$ cat src/rtl/spi_cmd_controller.sv
// Purpose : decode SPI command bytes into per-frame movement requests and speed/turn config registers.
// Latency : opcode->pending 1 cycle; pending->o_move_cmd at next frame_start +1; operand->config 1 cycle.
// Backpres: none; every i_rx_valid strobe is consumed in the cycle it arrives (no stall path to the SPI slave).
//
// Ports
//   i_clk, i_rst          : system clock, synchronous active-high reset
//   i_rx_valid, i_rx_byte : one-cycle strobe plus the received byte
//   i_cs_active           : synchronised chip-select (high = CS asserted)
//   i_frame_start         : one-cycle pulse at the start of vertical blanking
//   o_move_cmd            : committed movement {turn_right, turn_left, back, fwd}, held for the frame
//   o_move_valid          : one-cycle pulse the cycle after a commit
//   o_speed, o_turn_rate  : configuration registers
//   o_cmd_err_cnt         : saturating count of unknown opcodes and aborted operand waits
//   o_busy                : high while an operand byte is awaited
//   o_status_byte         : {busy, err_sat, 2'b00, pending}; present only with SPI_CMD_STATUS_EN defined
//
// Optional feature macro: SPI_CMD_STATUS_EN

module spi_cmd_controller #(
    parameter logic [7:0] SPEED_RST = 8'd4,
    parameter logic [7:0] TURN_RST  = 8'd2,
    parameter int         ERR_W     = 8
) (
    input  logic             i_clk,
    input  logic             i_rst,
    input  logic             i_rx_valid,
    input  logic [7:0]       i_rx_byte,
    input  logic             i_cs_active,
    input  logic             i_frame_start,
    output logic [3:0]       o_move_cmd,
    output logic             o_move_valid,
    output logic [7:0]       o_speed,
    output logic [7:0]       o_turn_rate,
    output logic [ERR_W-1:0] o_cmd_err_cnt,
    output logic             o_busy
`ifdef SPI_CMD_STATUS_EN
    ,
    output logic [7:0]       o_status_byte
`endif
);

    // ------------------------------------------------------------------
    // Opcodes
    // ------------------------------------------------------------------
    localparam logic [7:0] OP_NOP       = 8'h00;
    localparam logic [7:0] OP_FWD       = 8'h01;
    localparam logic [7:0] OP_BACK      = 8'h02;
    localparam logic [7:0] OP_LEFT      = 8'h03;
    localparam logic [7:0] OP_RIGHT     = 8'h04;
    localparam logic [7:0] OP_SET_SPEED = 8'h10;
    localparam logic [7:0] OP_SET_TURN  = 8'h11;

    localparam logic [ERR_W-1:0] ERR_ONE = ERR_W'(1);

    typedef enum logic {
        ST_IDLE         = 1'b0,
        ST_WAIT_OPERAND = 1'b1
    } state_t;

    // ------------------------------------------------------------------
    // State
    // ------------------------------------------------------------------
    state_t           r_state;
    logic             r_op_is_turn;   // latched opcode: 0 = SET_SPEED, 1 = SET_TURN
    logic [3:0]       r_pending;      // {right, left, back, fwd} requested this frame
    logic [3:0]       r_move_cmd;
    logic             r_move_valid;
    logic [7:0]       r_speed;
    logic [7:0]       r_turn_rate;
    logic [ERR_W-1:0] r_err_cnt;
    logic             r_busy;

    // ------------------------------------------------------------------
    // Next-state decode
    // ------------------------------------------------------------------
    state_t     w_state_nxt;
    logic [3:0] w_set_bits;      // pending bit requested by this cycle's opcode
    logic       w_err_evt;       // bad opcode or aborted operand wait
    logic       w_latch_op;
    logic       w_op_turn_nxt;
    logic       w_wr_speed;
    logic       w_wr_turn;

    always_comb begin
        w_state_nxt   = r_state;
        w_set_bits    = 4'b0000;
        w_err_evt     = 1'b0;
        w_latch_op    = 1'b0;
        w_op_turn_nxt = r_op_is_turn;
        w_wr_speed    = 1'b0;
        w_wr_turn     = 1'b0;

        case (r_state)
            ST_IDLE: begin
                // Chip-select is deliberately ignored here: only an
                // operand wait can be aborted.
                if (i_rx_valid) begin
                    case (i_rx_byte)
                        OP_NOP: begin
                            w_set_bits = 4'b0000;
                        end
                        OP_FWD:   w_set_bits = 4'b0001;
                        OP_BACK:  w_set_bits = 4'b0010;
                        OP_LEFT:  w_set_bits = 4'b0100;
                        OP_RIGHT: w_set_bits = 4'b1000;
                        OP_SET_SPEED: begin
                            w_state_nxt   = ST_WAIT_OPERAND;
                            w_latch_op    = 1'b1;
                            w_op_turn_nxt = 1'b0;
                        end
                        OP_SET_TURN: begin
                            w_state_nxt   = ST_WAIT_OPERAND;
                            w_latch_op    = 1'b1;
                            w_op_turn_nxt = 1'b1;
                        end
                        default: begin
                            w_err_evt = 1'b1;
                        end
                    endcase
                end
            end

            ST_WAIT_OPERAND: begin
                // A byte that completes in the same cycle CS drops is still
                // a full operand, so it takes priority over the abort.
                if (i_rx_valid) begin
                    w_state_nxt = ST_IDLE;
                    if (r_op_is_turn) begin
                        w_wr_turn = 1'b1;
                    end else begin
                        w_wr_speed = 1'b1;
                    end
                end else if (!i_cs_active) begin
                    w_state_nxt = ST_IDLE;
                    w_err_evt   = 1'b1;
                end
            end

            default: begin
                w_state_nxt = ST_IDLE;
            end
        endcase
    end

    // ------------------------------------------------------------------
    // Commit path
    // ------------------------------------------------------------------
    // Opposing requests in the same frame cancel each other rather than
    // letting one direction win arbitrarily.
    logic [3:0] w_resolved;
    logic [3:0] w_pending_nxt;
    logic       w_err_sat;

    always_comb begin
        w_resolved = r_pending;
        if (r_pending[0] && r_pending[1]) begin
            w_resolved[1:0] = 2'b00;
        end
        if (r_pending[2] && r_pending[3]) begin
            w_resolved[3:2] = 2'b00;
        end
    end

    // On a commit the old pending goes to o_move_cmd and is cleared; a
    // request arriving on that same edge lands in the cleared vector so it
    // carries into the next frame instead of being dropped.
    assign w_pending_nxt = (i_frame_start ? 4'b0000 : r_pending) | w_set_bits;
    assign w_err_sat     = &r_err_cnt;

    // ------------------------------------------------------------------
    // State register (reset overrides every other event, including an
    // operand arriving in the same cycle)
    // ------------------------------------------------------------------
    always_ff @(posedge i_clk) begin
        if (i_rst) begin
            r_state <= ST_IDLE;
        end else begin
            r_state <= w_state_nxt;
        end
    end

    // ------------------------------------------------------------------
    // Datapath registers
    // ------------------------------------------------------------------
    always_ff @(posedge i_clk) begin
        if (i_rst) begin
            r_op_is_turn <= 1'b0;
            r_pending    <= 4'b0000;
            r_move_cmd   <= 4'b0000;
            r_move_valid <= 1'b0;
            r_speed      <= SPEED_RST;
            r_turn_rate  <= TURN_RST;
            r_err_cnt    <= '0;
            r_busy       <= 1'b0;
        end else begin
            r_pending    <= w_pending_nxt;
            r_move_valid <= i_frame_start;
            r_busy       <= (w_state_nxt == ST_WAIT_OPERAND);

            if (w_latch_op) begin
                r_op_is_turn <= w_op_turn_nxt;
            end
            if (i_frame_start) begin
                r_move_cmd <= w_resolved;
            end
            if (w_wr_speed) begin
                r_speed <= i_rx_byte;
            end
            if (w_wr_turn) begin
                r_turn_rate <= i_rx_byte;
            end
            // Saturate at all-ones so a flood of garbage never looks clean.
            if (w_err_evt && !w_err_sat) begin
                r_err_cnt <= r_err_cnt + ERR_ONE;
            end
        end
    end

    assign o_move_cmd    = r_move_cmd;
    assign o_move_valid  = r_move_valid;
    assign o_speed       = r_speed;
    assign o_turn_rate   = r_turn_rate;
    assign o_cmd_err_cnt = r_err_cnt;
    assign o_busy        = r_busy;

`ifdef SPI_CMD_STATUS_EN
    // ------------------------------------------------------------------
    // Status byte, shifted back to the host on MISO next transfer
    // ------------------------------------------------------------------
    logic [7:0] r_status_byte;

    always_ff @(posedge i_clk) begin
        if (i_rst) begin
            r_status_byte <= 8'h00;
        end else begin
            r_status_byte <= {r_busy, w_err_sat, 2'b00, r_pending};
        end
    end

    assign o_status_byte = r_status_byte;
`endif

endmodule
$ cat config.mk
export PLATFORM = sky130hd
export DESIGN_NAME = spi_cmd_controller
export DESIGN_NICKNAME = d
export VERILOG_FILES = /design/src/rtl/spi_cmd_controller.sv
export SDC_FILE = /design/constraint.sdc
export NUM_CORES = 1
export LEC_CHECK = 0
export CAP_MARGIN = 20
export CORE_MARGIN = 2
export CORE_UTILIZATION = 46
export CTS_CLUSTER_SIZE = 12
export DETAILED_ROUTE_END_ITERATION = 6
export PLACE_DENSITY = 0.84
export SETUP_SLACK_MARGIN = 0.3
export SYNTH_ARGS = -nofsm -noshare
export SYNTH_HDL_FRONTEND = slang
export SYNTH_SLANG_ARGS = --single-unit
$ cat constraint.sdc
create_clock -name i_clk -period 1.9 [get_ports i_clk]
set_input_delay 0.285 -clock i_clk [delete_from_list [all_inputs] [get_ports i_clk]]
set_output_delay 0.285 -clock i_clk [all_outputs]
set_load 0.01 [all_outputs]
# Word level (Yosys, flattened, before mapping)
# Cells that the tools add are included.
word_totals:
  ff_bits: 35
  word_cells: 51
  in_bits: 13
op_classes:
  n_reduce_logical: 10
  bitwise_logic: 2
  mux: 24
  add_sub_neg: 1
  eq_ne: 6
ops:
  columns: ["operator", "count"]
  rows:
  - ["== test 8 x 2 -> 1 bit (second input constant)", 2]
  - ["== test 8 x 5 -> 1 bit (second input constant)", 2]
  - ["case mux 4 bit (4 select lines)", 1]
  - ["two-way mux 1 bit", 15]
  - ["two-way mux 4 bit", 3]
  - ["adder 8 x 1 -> 8 bit (second input constant)", 1]
  - ["== test 8 x 1 -> 1 bit (second input constant)", 1]
  - ["== test 8 x 3 -> 1 bit (second input constant)", 1]
  - ["logical NOT 8 bit", 1]
  - ["AND reduction 8 bit", 1]
  - ["OR reduction 7 bit", 1]
  - ["case mux 1 bit (2 select lines)", 3]
  - ["two-way mux 2 bit", 2]
  - ["OR 4 bit", 1]
  - ["AND reduction 4 bit", 1]
  - ["logical AND 1 bit", 3]
  - ["nonzero test 2 bit", 1]
  - ["OR reduction 2 bit", 1]
  - ["logical NOT 1 bit", 1]
  - ["NOT 1 bit", 1]

# Longest topological paths before layout
logic_depth:
  depth_word: 6
  mapped_depth: 6

# Worst setup path after synthesis
# No wires, ideal clock.
synth_path:
  kind: "flip-flop to flip-flop"
  from: "reg o_busy (netlist name)"
  to: "reg r_err_cnt[7], in the netlist o_cmd_err_cnt[7]"
  path_buffers: 1
  slack_ns: 0.270
  stages_incl_launch_ff: 6
  t_required_ns: 1.777
  period_less_slack_ns: 1.630
  arrival_ns: 1.506
  cell_sequence: "dfxtp_1 -> nor3b_2 -> o22ai_2 -> buf_6 -> nor4_1 -> mux2_1"
synth_lines:
  columns: ["item", "line_no", "source"]
  rows:
  - ["end signal, assigned", "214", "r_err_cnt <= r_err_cnt + ERR_ONE;"]
  - ["end, declared", "70", "logic [ERR_W-1:0] r_err_cnt;"]

# Worst setup path after layout
layout_path:
  from: "in i_rx_byte[0]"
  to: "reg r_err_cnt[7], in the netlist o_cmd_err_cnt[7]"
layout_between:
  elab_chain_cells: 6
  elab_cells_between_ends: 12
layout_lines:
  columns: ["item", "line_no", "source"]
  rows:
  - ["start, declared", "27", "input logic [7:0] i_rx_byte,"]
  - ["== test 8 x 5 -> 1 bit (tied with other cells)", "98", "case (i_rx_byte)"]
  - ["OR reduction 7 bit (no source line) *", null, null]
  - ["two-way mux 1 bit *", "98", null]
  - ["two-way mux 1 bit *", "97", "if (i_rx_valid) begin"]
  - ["case mux 1 bit (2 select lines) *", "93", "case (r_state)"]
  - ["logical AND 1 bit *", "213", "if (w_err_evt && !w_err_sat) begin"]
# Every way passes the cells marked *; elsewhere a longest branch is shown, timed or not.
# A chain may end at the register's enable or synchronous reset.

==> results.toml <==
[clock_tree]
tritoncts = "built"
cts_made_buffers = 5
clkTransAtPathRegs_ns = 0.10
cts_hold_buf = 0
htreeDepth = 2
worstSkewPairLatency_ns = 0.34
cts_sinks = 35
root_buffer = "clkbuf_4"
cts_max_path_buffers = 2

[yosys]
synth_top_family_by_area = "simple AND/OR/NAND/NOR gates"
synthXorXnorAreaFrac_pct = 0
yosysWarnings = 0
synthAdderAreaFrac_pct = 0.839
synth_simple_gate_area_share_pct = 27.2
synth_area_leaders = "dfxtp_1 (47%), a21oi_1 (7.0%), nand2_1 (6.3%), mux2i_1 (6.0%), nor2_1 (4.3%)"
synth.distinct_cells = 38
async_flop_share_pct = 0
synth_fp_nets = 182
ys_seq_area_share_pct = 47.0
synthCells = 168
synth_top_area_cell = "dfxtp_1"
synth_area_per_cell_um2 = 8.88
synth_edf_count = 0
synthFlopType = "dfxtp_1"
ys_ff_latch = 35
syn_area_um2 = 1490
synth_top_area_share_pct = 47.0
synthMuxAreaShare_pct = 7.55
synth_compound_area_share_pct = 13.1

[detailed_routing]
detail-route-antenna-nets = 0
first_pass_iters = 4
wl_per_cell_um = 14.8
drt_iter0_markers = 75
via_count = 1480
drc = 0
via_per_inst = 5.42
wirelength_um = 4040

[floorplanning]
num_rows = 20
start_util_pct = 48.5
ios = 43
core_um2 = 3080
fp.dieW_um = 60.9
die_h_um = 60.9
dieArea_um2 = 3710

[timing]
worstMarginPinSlew_ns = 0.316
report.final.slew_viol_count = 0
min_period_ns = 1.57
hold_viol = 0
setup_viol = 0
clock.fmax_mhz = 635
rsz0062_at_grt = "yes"
whs_ns = 0.304
worst_slack_ns = 0.326
slew_headroom_pct = 78.8
clock_skew_ns = 0.00425
finalCritPeriodShare_pct = 82.9

[job]
drv_cap = 0

[placed_design]
place.port_buffers = 42
placedInstanceArea_um2 = 2060
place_congestion = 0.753
placed_cells = 264
dp_slack_ns = -0.210
detailed_place_hpwl_um = 3060

[critical_path]
reg2reg_to = "o_cmd_err_cnt[4]"
crit_start = "i_rx_byte[0]"
crit_path_start_kind = "primary input"
r2r_start = "o_cmd_err_cnt[0]"
cp.required_ns = 2.14
slowest_delay_ns = 0.50
crit_arrival_ns = 1.81
crit_type = "primary input to flip-flop"
crit_chain = "clkdlybuf4s50_1, nor3_1, o211a_4, nor4_2, mux2_1"
slowest_stage = "clkdlybuf4s50_1"
cp_num_buf_inv = 1
critPathTopFamily = "buffers and inverters"
rr_worst_depth = 5
worst-path-max-fanout = 8
cp.depth = 5
critPathCaptureType = "flip-flop"
rrSetupSlack_ns = 0.36
worstSetupEndpoint = "o_cmd_err_cnt[7]"

[finish]
diodes = 0
fin_nets = 242
drive_gt1_share_pct = 21.4
final_cell_area_um2 = 2240
stdcell_count = 273
final_util_pct = 72.7
area_growth_pct = 50.0

[global_route]
track_usage_pct = 23.9
grt_pass1_vias = 1449
grt_max_degree = 23
grt_pass1_wl_um = 6410
gr-total-overflow = 0
antenna_found_initial = 0

[power_and_ir_drop]
p_sw_uw = 319
p_per_area_nw_per_um2 = 638
worst_ir_drop_vdd_v = 0.000432
pwr-share-clk_pct = 39.4
power.internal_uw = 1110
p_leak_uw = 0.000961
combinationalPowerShare_pct = 8.8
swShare_pct = 22.4
pwr-share-seq_pct = 51.8

[hold_path]
worstHoldPathType = "primary input to flip-flop"

[status]
status = "completed"
[metal layers]
layer | track usage (%) | wire, um
met1 | 27.5 | 1700
met2 | 39.3 | 2020
met3 | 6.61 | 227
met4 | 14.3 | 98
met5 | 0 | 0
[cells in the final DEF, fill, tap and decap left out, drive strengths merged]
master / n
mux2i: 9
o21ai: 2
a21oi: 21
dfxtp: 35
nor2: 17
clkbuf: 6
or3: 1
nand2: 25
or4: 4
nor3b: 2
mux2: 2
o311a: 1
nor4b: 1
o21bai: 1
o31ai: 3
o211a: 1
dlygate4sd2: 4
nor2b: 2
nor4: 3
a32oi: 1
o2111ai: 1
nand4b: 2
inv: 3
bufinv: 1
nand4: 3
nand3b: 4
and2b: 1
buf: 20
ha: 1
and3: 2
nand3: 5
dlymetal6s2s: 7
nor3: 2
or3b: 1
nand2b: 1
clkinv: 2
clkdlybuf4s50: 31
o22ai: 1
[state kept, by name (all words and copies together), names as in the netlist]
name,count
o_cmd_err_cnt,8
o_speed,8
o_turn_rate,8
o_move_cmd,4
r_pending,4
o_busy,1
o_move_valid,1
r_op_is_turn,1
[cell type report]
type | count | area (um2)
clock inverters | 2 | 35.0
clock buffers | 6 | 51.3
repair buffers | 62 | 583
multi-input cells | 120 | 778
flip-flops and latches | 35 | 719
fillers | 232 | 841
well taps | 44 | 55.1
inverters | 4 | 15.0
[cell usage after synthesis (3+ instances only)]
library cell	number
mux2i_1	9
o31ai_1	3
nand3b_1	4
or4_1	4
nand2_1	25
nand4_1	3
nand3_1	5
dfxtp_1	35
a21oi_1	21
clkbuf_1	6
nor2_1	17
inv_1	3
[metrics by stage]
step | setup TNS (ns) | power (uW)
after global placement | -0.426 | 874
after detailed placement | -1.08 | 880
final | 0 | 1430
after global routing | 0 | 1480
after CTS | 0 | 1440
after floorplan | 0 | 801
[timing repair]
item                                    4_1_cts  5_1_grt
pin swaps                                     2        1
endpoints found under the setup margin       16       14
buffers inserted                              0        1
resized for setup                            15       17
[worst min path at each step]
stage / from / endpoint / slack (ns) / depth (start not counted)
after CTS: i_rx_byte[4] / o_speed[4] / 0.43 / 3
after global placement: o_move_cmd[3] / o_move_cmd[3] / 0.44 / 2
after global routing: i_rx_byte[6] / o_turn_rate[6] / 0.31 / 3
after floorplan: i_rx_byte[2] / o_speed[2] / 0.41 / 2
after detailed placement: o_move_cmd[3] / o_move_cmd[3] / 0.45 / 2
final: i_rx_byte[6] / o_turn_rate[6] / 0.30 / 3
[power groups by stage]
stage | logic [uW] | clock network [uW] | registers, uW
after floorplan | 40.5 | 0 | 761
after global placement | 115 | 0 | 759
after detailed placement | 120 | 0 | 760
after CTS | 122 | 577 | 742
after global routing | 134 | 608 | 741
final | 126 | 562 | 740
[worst reg2reg max path: cells and delay by family, from the launching register on]
family / cells / cell delay, ns
compound gates: 2 / 0.28
simple gates: 2 / 0.61
fa+ha+maj: 1 / 0.21
flops: 1 / 0.36
[cells by family (layout without fill, tap and decap cells)]
family / count (synthesis) / in the layout
DFF: 35 / 35
and+or+nand+nor: 76 / 76
buffers and inverters: 13 / 74
muxes: 11 / 11
AOI/OAI and AO/OA: 32 / 32
adders and majority gates: 1 / 1
(Power assumes the default switching activity.)
